<file path="config.mk">
export PLATFORM = sky130hd
export DESIGN_NAME = vga_plot_arbiter
export DESIGN_NICKNAME = d
export VERILOG_FILES = /design/src/rtl/vga_plot_arbiter.sv
export SDC_FILE = /design/constraint.sdc
export NUM_CORES = 1
export LEC_CHECK = 0
export CAP_MARGIN = 10
export CORE_MARGIN = 4
export CORE_UTILIZATION = 41
export CTS_CLUSTER_DIAMETER = 120
export DETAILED_ROUTE_END_ITERATION = 6
export PLACE_DENSITY = 0.88
export SLEW_MARGIN = 30
export SYNTH_ARGS = -nofsm -noshare
export SYNTH_HDL_FRONTEND = slang
export SYNTH_SLANG_ARGS = --single-unit
export TNS_END_PERCENT = 50
</file>
<file path="constraint.sdc">
create_clock -name clock -period 2.25 [get_ports clock]
set_clock_uncertainty 0.05 [all_clocks]
set_input_delay 0.3375 -clock clock [delete_from_list [all_inputs] [get_ports clock]]
set_output_delay 0.3375 -clock clock [all_outputs]
set_load 0.01 [all_outputs]
</file>
<file path="src/rtl/vga_plot_arbiter.sv">
// Fixed-priority owner of the single VGA adapter write port: latches requests, starts one
// drawing engine at a time and forwards its pixel stream until done or watchdog expiry.
module vga_plot_arbiter #(
    parameter int N_REQ   = 3,
    parameter int TIMEOUT = 32768,
    parameter int TO_W    = 16
) (
    input  logic                 clock,
    input  logic                 reset,
    input  logic [N_REQ-1:0]     req,
    input  logic [N_REQ-1:0]     done,
    input  logic [7*N_REQ-1:0]   in_x,
    input  logic [7*N_REQ-1:0]   in_y,
    input  logic [3*N_REQ-1:0]   in_colour,
    input  logic [N_REQ-1:0]     in_plot,
    output logic [N_REQ-1:0]     go,
    output logic [6:0]           vga_x,
    output logic [6:0]           vga_y,
    output logic [2:0]           vga_colour,
    output logic                 vga_plot,
    output logic                 busy,
    output logic [1:0]           grant,
    output logic                 timeout_err
);

    typedef enum logic [1:0] {IDLE, ISSUE, BUSY, RELEASE} state_t;

    state_t           state, state_nxt;
    logic [N_REQ-1:0] pending;
    logic [N_REQ-1:0] grant_onehot;
    logic [N_REQ-1:0] pending_clr;
    logic [1:0]       lowest;
    logic [TO_W-1:0]  watchdog;
    logic             expire;
    logic [6:0]       sel_x, sel_y;
    logic [2:0]       sel_colour;
    logic             sel_plot, sel_done;

    // Lowest set index wins: scan from the top so the smallest index is written last.
    always_comb begin
        lowest = 2'd0;
        for (int i = N_REQ - 1; i >= 0; i--) begin
            if (pending[i]) lowest = 2'(i);
        end
    end

    always_comb begin
        grant_onehot = '0;
        sel_x        = 7'd0;
        sel_y        = 7'd0;
        sel_colour   = 3'd0;
        sel_plot     = 1'b0;
        sel_done     = 1'b0;
        for (int i = 0; i < N_REQ; i++) begin
            if (grant == 2'(i)) begin
                grant_onehot[i] = 1'b1;
                sel_x           = in_x[7*i +: 7];
                sel_y           = in_y[7*i +: 7];
                sel_colour      = in_colour[3*i +: 3];
                sel_plot        = in_plot[i];
                sel_done        = done[i];
            end
        end
    end

    assign expire      = (watchdog == TO_W'(TIMEOUT - 1));
    // A request arriving in the issue cycle re-arms the owner's pending bit (set beats clear).
    assign pending_clr = (state == ISSUE) ? grant_onehot : '0;

    always_ff @(posedge clock or posedge reset) begin
        if (reset) begin
            state       <= IDLE;
            pending     <= '0;
            grant       <= 2'd0;
            watchdog    <= '0;
            timeout_err <= 1'b0;
        end else begin
            state   <= state_nxt;
            pending <= (pending & ~pending_clr) | req;
            if (state == IDLE && |pending)
                grant <= lowest;
            if (state == ISSUE)
                watchdog <= '0;
            else if (state == BUSY)
                watchdog <= watchdog + 1'b1;
            if (state == BUSY && !sel_done && expire)
                timeout_err <= 1'b1;
        end
    end

    always_comb begin
        state_nxt = state;
        case (state)
            IDLE:    if (|pending) state_nxt = ISSUE;
            ISSUE:   state_nxt = BUSY;
            BUSY:    if (sel_done || expire) state_nxt = RELEASE;
            RELEASE: state_nxt = IDLE;
            default: state_nxt = IDLE;
        endcase
    end

    // The pixel path is only open while BUSY, so RELEASE leaves a dead cycle between owners.
    always_comb begin
        go         = '0;
        vga_x      = 7'd0;
        vga_y      = 7'd0;
        vga_colour = 3'd0;
        vga_plot   = 1'b0;
        busy       = (state != IDLE);
        if (state == ISSUE)
            go = grant_onehot;
        if (state == BUSY) begin
            vga_x      = sel_x;
            vga_y      = sel_y;
            vga_colour = sel_colour;
            vga_plot   = sel_plot;
        end
    end

endmodule

</file>
# --- Word level (Yosys, flattened, before mapping) ---
# Cells that the tools add are included.
totals:
  regBits: 24
  input_bits: 62
  output_inout_bits: 25
classes:
  addsub: 1
  eq_ne: 8
  n_mux: 31
  n_bitwise: 3
  reduce_logical: 11
op_table:
  columns: ["op", "n"]
  rows:
  - ["7-bit two-way mux", 8]
  - ["16-bit two-way mux", 2]
  - ["16-bit by 1-bit adder with 16-bit output (second input constant)", 1]
  - ["16-bit by 15-bit equality test with 1-bit output (second input constant)", 1]
  - ["3-bit two-way mux", 5]
  - ["1-bit two-way mux", 10]
  - ["2-bit two-way mux", 5]
  - ["2-bit one-hot mux with 4 select lines", 1]
  - ["2-bit equality test (second input constant)", 3]
  - ["2-bit by 1-bit equality test with 1-bit output (second input constant)", 2]
  - ["2-bit logical NOT", 2]
  - ["2-bit by 1-bit inequality test with 1-bit output (second input constant)", 2]
  - ["2-bit nonzero test", 2]
  - ["3-bit AND", 1]
  - ["1-bit logical AND", 3]
  - ["3-bit NOT", 1]
  - ["3-bit bitwise OR", 1]
  - ["3-bit OR reduction", 1]
  - ["2-bit AND reduction", 1]
  - ["1-bit logical NOT", 1]
  - ["1-bit logical OR", 1]

# --- Depth between registers and ports, before layout ---
# Gate-level depths: netlist (run 1).
depth:
  depth_word: 7
  depth_mapped: 7
  depth_no_buf: 6

# --- Worst setup path after synthesis (run 1) ---
# OpenSTA, ideal clock, no wires.
synth_path:
  path_kind: "reg-to-reg"
  startpoint: "register state[0]"
  endpoint: "register watchdog[15]"
  setup_ps: 77
  t_arrival_ps: 1648
  required_ps: 2123
  setup_slack_ps: 474
  stages_incl_launch_ff: 7
  n_path_buf: 0
  path_cell_list: "dfrtp_1 > inv_1 > ha_1 > and4_4 > nand4_4 > or4_1 > a21oi_1"
synth_via:
  elab_chain_len: 2
  elab_cells_between_ends: 4
synth_lines:
  columns: ["element", "line", "rtl"]
  rows:
  - ["from (decl)", "28", "state_t state, state_nxt;"]
  - ["from (signal assigned)", "78", "state <= state_nxt;"]
  - ["2-bit by 1-bit equality test with 1-bit output / 2-bit equality test (equally long branches)", "82, 84", null]
  - ["16-bit two-way mux / 2-bit nonzero test (equally long branches)", null, null]
  - ["to (signal assigned)", "85", "watchdog <= watchdog + 1'b1;"]
  - ["to (decl)", "33", "logic [TO_W-1:0] watchdog;"]
# Parallel ways exist; a longest one is shown, timed or not.
# A chain may end at the register's enable or synchronous reset.

# --- Final worst setup path (run 1) ---
layout_path:
  startpoint: "register state[1]"
  endpoint: "output go[2]"
layout_via:
  elab_chain_len: 2
layout_lines:
  columns: ["element", "line", "rtl"]
  rows:
  - ["2-bit by 1-bit equality test with 1-bit output", "110", "if (state == ISSUE)"]
  - ["3-bit two-way mux", "110", null]
  - ["to (decl)", "16", "output logic [N_REQ-1:0] go,"]
# No other way between the ends.

==> key figures, run 1 <==
STA
  – Worst slew pin tran: between 0.3 and 0.4 ns
  – Max-slew headroom: 0.788
  – PnR worst setup slack: approximately 0.15 ns
  – Period utilization: 0.935
  – Final Hold Fails: 0
  – Endpoints failing setup: 0
  – Final TNS setup: 0 ns
  – Fmax: 475 MHz
  – Crit path time final: ~2.1 ns
  – RSZ-0062 raised after global routing: no
  – Pins Over Slew Limit: 0

Critical path
  – Cell at the slowest stage of the critical path: clkdlybuf4s50_1
  – Critical Path Stages: 5
  – Worst path max stage delay: roughly 0.56 ns
  – FF-to-FF Start: state[0]
  – Crit path launch: state[1]
  – CP max FO: 4
  – CP bufs+invs: 2
  – Worst R2R End: watchdog[15]
  – Worst setup path endpoint: go[2]
  – R2R Setup Slk: 0.43 ns
  – Critical path class: reg2out
  – Cells on worst reg2reg path: 6
  – Crit path required time: about 1.9 ns
  – Crit path arrival time: roughly 1.7 ns
  – Crit path launch type: register
  – Top delay family on crit path: buffers and inverters
  – Worst-path cell chain: inv_1 > ha_1 > nand2_1 > nor2_1 > clkdlybuf4s50_1
  – Crit. End Element: output pin

Detailed routing
  – First DRT Iteration DRCs: 107
  – Post-route ant nets: 0
  – Avg WL per Cell: ~16 um
  – WL final: about 5700 um
  – DRT Pass-1 Iters: 4
  – Vias per Instance: roughly 5.5
  – # DRC: 0
  – Via total after detailed routing: around 1,900

Global route
  – First-pass GRT wire length: between 8000 and 9000 um
  – Pin count of the biggest net entering global routing: 25
  – Total GRT Usage: 0.205
  – Initial antenna violation count: 0
  – Number of global-route vias before repair: 1,763
  – Total grt overflow: 0

Clocking
  – CTS root buffer: clkbuf_8
  – CTS clk-pin slew, worst paths: 0.08 ns
  – CTS Sinks: 24
  – CTS tree: done
  – Hold Buf Count CTS: 0
  – Htree depth: 1
  – Clock network latency to the later pin of the worst-skew pair: ~0.26 ns
  – TritonCTS Buffers: 3
  – Post-CTS Setup Inserts: 0
  – Clock Tree Buf Depth: 2

Synthesis
  – Sequential area share after synthesis: 0.338
  – Syn_nets: between 200 and 300
  – Yosys warnings: 0
  – Post-synth cell types: between 40 and 50
  – Syn avg cell area: around 8.4 um^2
  – Mapped Area: around 1800 um^2
  – Syn Inst Count: approximately 210
  – Synthesized flop and latch total: 24

Place
  – DP HPWL: 4400 um
  – Pre-CTS setup slack: between 0.1 and 0.15 ns
  – RD Place Congestion: 0.813
  – Port bufs: between 80 and 90

Final layout
  – # diodes: 0
  – Register area: roughly 600 um^2
  – Number of fill cells: between 300 and 400
  – Share of cells above drive strength 1: 0.0762
  – Multi-input gate area in the final layout: 1100 um^2
  – Synthesis-to-layout area growth: 59.4%
  – Nets@finish: about 370

Min path
  – Hold WC Path Type: in2async

Power and ir drop
  – Leakage: 1.36 nW
  – P per Cell Area: just under 1000 nW/um^2
  – Worst VDD drop: 0.635 mV
  – Overall power: around 2.8 mW

Die
  – IO Count: 87
  – Core area: 4090 um^2
  – Die Wd: ~74 um
  – Initial Util: 0.435
  – DIE AREA: between 5000 and 6000 um^2
  – Die H: 73.8 um
  – Rows: 23

Status
  – Status: completed

Run
  – Max Cap Viol: 0
## cells in the mapped netlist
library cell | n | area, um^2
nand2b_1 | 2 | 12.5
and4b_1 | 1 | 10.0
clkbuf_1 | 5 | 18.8
o41ai_1 | 1 | 8.76
nor4_1 | 2 | 12.5
nand4_1 | 5 | 31.3
dfrtp_1 | 24 | 601
ha_1 | 4 | 50.1
nand3_1 | 3 | 15.0
and2_2 | 1 | 7.51
inv_1 | 8 | 30.0
o21ai_0 | 32 | 160
nand2_1 | 29 | 109
o22a_1 | 1 | 8.76
a221o_1 | 1 | 10.0
or4_1 | 1 | 7.51
o21bai_1 | 4 | 30.0
and3b_1 | 1 | 8.76
nor3_1 | 2 | 10.0
and2_1 | 19 | 119
a22oi_1 | 1 | 7.51
nand4_4 | 1 | 21.3
mux2i_1 | 21 | 210
buf_6 | 1 | 11.3
nor3b_1 | 1 | 7.51
and3_2 | 1 | 7.51
and4_1 | 2 | 17.5
a21oi_1 | 8 | 40.0
nor2_1 | 5 | 18.8
o31ai_1 | 3 | 22.5
a22o_1 | 2 | 17.5
and4_4 | 1 | 11.3
a31oi_1 | 3 | 18.8
xor2_1 | 1 | 8.76
or3_1 | 2 | 12.5
a41oi_1 | 1 | 8.76
a2bb2oi_1 | 1 | 8.76
buf_2 | 6 | 30.0
and3_1 | 1 | 6.26
nor2b_1 | 2 | 12.5
o2bb2ai_1 | 2 | 17.5
## kinds of logic after synthesis
group	after synthesis	synth area share
XOR/XNOR	1	0.00493
buffers and inverters	20	0.0507
flip-flops	24	0.338
AND/OR/NAND/NOR	82	0.258
multiplexers	21	0.118
AO/OA/AOI/OAI	60	0.202
adder cells (fa/ha/maj)	4	0.0282
## worst min-delay path by stage
stage | start | endpoint | cells past startpoint
6_report | reset | state[0] | 3
5_1_grt | reset | watchdog[14] | 3
4_1_cts | reset | state[0] | 3
3_5_place_dp | timeout_err | timeout_err | 1
3_3_place_gp | pending[0] | grant[0] | 1
2_1_floorplan | reset | grant[0] | 1
## power by group
group	leakage [nW]	switching (mW)	total, mW	internal (mW)
Clock	0.0288	0.129	0.285	0.156
Combinational	1.02	0.962	1.88	0.913
Sequential	0.305	0.0915	0.620	0.529
## sequential cells by signal, summed over array words and instances, names as in the netlist
register	flops
grant	2
watchdog	16
pending	3
timeout_err	1
state	2
## layer usage
metal  vias up  track usage  wire, um
met3         6       0.0315       479
met2        75        0.348      2700
met5         -            0         0
met4         0       0.0584        66
li1        945            -         -
met1       905        0.267      2450
## cell type report
class | count | area share
clock buffers | 4 | 0.0194
well taps | 50 | 0.0221
multi-input cells | 168 | 0.388
repair buffers | 98 | 0.348
inverters | 8 | 0.0106
flip-flops and latches | 24 | 0.212
## cells in the final DEF (no fill, tap or decap), types with 5 or more instances in the layout
| cell | netlist | layout |
|---|---|---|
| nand2_1 | 29 | 29 |
| o21ai_0 | 32 | 31 |
| dlygate4sd2_1 | 0 | 9 |
| nor2_1 | 5 | 5 |
| inv_1 | 8 | 8 |
| buf_4 | 0 | 9 |
| and2_1 | 19 | 19 |
| a21oi_1 | 8 | 8 |
| dlymetal6s2s_1 | 0 | 10 |
| clkdlybuf4s50_1 | 0 | 67 |
| mux2i_1 | 21 | 21 |
| dfrtp_1 | 24 | 23 |
| nand4_1 | 5 | 5 |
## worst register-to-register path: stages (launching register included)
cell     delay, ns
dfrtp_1       0.38
inv_1         0.07
ha_1          0.31
and4_4        0.22
nand4_4       0.15
or4_1         0.42
a21oi_1       0.15
## repair_timing
action                                  4_1_cts  5_1_grt
pin swaps                                     0        0
gates resized for setup                      16       11
endpoints found under the setup margin       17       10
gates cloned                                  1        0
## metrics by stage
stage	utilization	cell area [um^2]	hold WS, ns	cells
6_report	0.693	2830	0.362	352
5_1_grt	0.693	2830	0.398	352
4_1_cts	0.686	2800	0.367	352
3_5_place_dp	0.669	2740	0.415	347
3_3_place_gp	0.669	2740	0.409	347
2_1_floorplan	-	1780	0.302	212
No activity file was read; power rests on OpenSTA's default activity.
==> inputs of run 2 (changes only) <==
- CORE_UTILIZATION: 41 -> 60
- DONT_BUFFER_PORTS: unset -> 1
- PLACE_DENSITY: 0.88 -> 0.83
- SLEW_MARGIN: 30 -> 15
==> run 2 against run 1 <==
Count of clock-buffer cells in the layout shrank 1; largest cell class unchanged; worst hold slack lost 0.35 ns; total power shrank 19%.
==> key figures, run 2 (synthesis results as in run 1) <==
Global route
  – Total GRT Usage: 0.231 (+0.0262)
  – Grt peak-use layer: met2
  – First-pass GRT wire length: 7490 um (-14%)
  – Routing usage on met1: 0.237 (-0.0298)
  – Total grt overflow: 0 (unchanged)
  – Pin count of the biggest net entering global routing: 25 (unchanged)
  – Initial antenna violation count: 0 (unchanged)
  – Routing usage on met2: 0.443 (+0.0946)
  – Met3 GRT Util: 0.0558 (+0.0243)
  – Number of global-route vias before repair: 1,601 (-9.2%)

Clocking
  – Clock Tree Buf Depth: 2 (unchanged)
  – TritonCTS Buffers: 3 (unchanged)
  – CTS tree: done
  – Htree depth: 1 (unchanged)
  – CTS clk-pin slew, worst paths: 0.14 ns (+0.06 ns)
  – CTS root buffer: clkbuf_4
  – CTS Sinks: 24 (unchanged)
  – Hold Buf Count CTS: 0 (unchanged)
  – Clock network latency to the later pin of the worst-skew pair: 0.33 ns (+0.07 ns)

Detailed routing
  – WL final: 4470 um (-21%)
  – Via total after detailed routing: 1,625 (-16%)
  – Post-route ant nets: 0 (unchanged)
  – Avg WL per Cell: 18.7 um (+16%)
  – Vias per Instance: 6.80 (+24%)
  – DRT Pass-1 Iters: 4 (unchanged)
  – First DRT Iteration DRCs: 63 (-41%)
  – # DRC: 0 (unchanged)

STA
  – Pins Over Slew Limit: 0 (unchanged)
  – RSZ-0062 raised after global routing: no
  – Worst slew pin tran: 0.881 ns (+0.566 ns)
  – Max-slew headroom: 0.412 (-0.376)
  – Endpoints failing setup: 0 (unchanged)
  – Fmax: 493 MHz (+3.8%)
  – Period utilization: 0.901 (-0.0342)
  – Final TNS setup: 0 ns (unchanged)
  – Final Hold Fails: 0 (unchanged)
  – Crit path time final: 2.03 ns (-0.0769 ns)

Die
  – Die Wd: 62.4 um (-15%)
  – Rows: 19 (-17%)
  – Core area: 2780 um^2 (-32%)
  – IO Count: 87 (unchanged)
  – Initial Util: 0.639 (+0.204)
  – Die H: 62.4 um (-15%)
  – DIE AREA: 3900 um^2 (-29%)

Final layout
  – Multi-input gate area in the final layout: 1090 um^2 (-1.1%)
  – Top Registers: watchdog (16), pending (3)
  – Post-layout util: 0.666 (-0.0274)
  – Most flops, register: watchdog
  – Synthesis-to-layout area growth: 4.23%
  – Max reg flops: 16 (unchanged)
  – Commonest cells after routing, fill and taps aside: 32 x o21ai_0, 29 x nand2_1, 23 x dfrtp_1
  – Number of fill cells: 229 (-29%)
  – Nets@finish: 275 (-25%)
  – Share of cells above drive strength 1: 0.0625 (-0.0137)
  – Commonest non-fill, non-tap cell in the layout: o21ai_0
  – # diodes: 0 (unchanged)
  – Register area: 602 um^2 (unchanged)

Critical path
  – Critical path class: reg2out
  – CP max FO: 19 (+15)
  – R2R Setup Slk: 0.27 ns (-0.16 ns)
  – Crit path launch type: register
  – Crit path arrival time: 1.64 ns (-0.08 ns)
  – Crit. End Element: output pin
  – Crit path required time: 1.86 ns (about the same)

Run
  – Max Cap Viol: 0 (unchanged)

Place
  – RD Place Congestion: 0.850 (+4.6%)
  – DP HPWL: 3540 um (-19%)
  – Port bufs: 0 (-100%)

Min path
  – Hold WC Path Type: in2async

Status
  – Status: completed

Power and ir drop
  – P per Cell Area: 1220 nW/um^2 (+24%)
  – Worst VDD drop: 1.18 mV (+86%)
  – Leakage: 0.779 nW (-43%)
[run 2: cell types whose count changed in the layout (fill, tap and decap cells not counted), moves of 2 or more]
cell             change
dlymetal6s2s_1      -10
dlygate4sd2_1        -9
clkdlybuf4s50_1     -67
clkbuf_4             +3
buf_6                -2
clkbuf_8             -4
buf_4                -6
[run 2: per-stage QoR]
stage          setup WS, ns  hold slack, ns  area (um^2)  cells  total power, mW
6_report              0.223          0.0119         1850    239             2.26
5_1_grt              0.0846          0.0478         1850    239             2.46
4_1_cts              0.0605          0.0413         1850    239             2.26
3_5_place_dp          0.305           0.406         1800    235             1.94
3_3_place_gp          0.419           0.401         1800    235             1.86
2_1_floorplan         0.474           0.302         1780    212             1.68
[run 2: power by group]
part           switching [mW]  leakage [nW]  internal [mW]
Combinational           0.798         0.446          0.487
Sequential              0.123         0.305          0.527
Clock                   0.143        0.0279          0.180
Total                    1.06         0.779           1.20
[run 2: layer usage]
metal,share of wire,routed length (um)
met1,0.37,1680
met2,0.53,2380
met3,0.074,330
met4,0.018,82
met5,0,0
[run 2: worst paths after layout]
| kind | depth (start not counted) | endpoint | startpoint |
|---|---|---|---|
| min reg2reg | 1 | grant[0] | pending[0] |
| min in group clock | 1 | pending[2] | req[2] |
| max in group asynchronous | 1 | grant[0] | reset |
| min | 1 | grant[1] | reset |
| max | 5 | vga_x[6] | grant[0] |
| max reg2reg | 6 | watchdog[15] | state[0] |
[run 2: what timing repair did]
action                     CTS  global route
buffers inserted             0             0
resized for setup            0             1
setup endpoints to repair    0            16
[run 2: layout make-up]
type | count | area share
multi-input combinational | 168 | 0.586
sequential | 24 | 0.325
timing repair buffer | 4 | 0.0230
tap | 31 | 0.0209
clock inverter | 1 | 0.0162
inverter | 8 | 0.0162
clock buffer | 3 | 0.0122
[run 2: worst max-delay path, stage by stage (launching register included)]
cell	delay [ns]
dfrtp_2	0.56
nor2b_1	0.16
buf_4	0.23
nand2_1	0.07
o21ai_0	0.08
and2_1	0.21
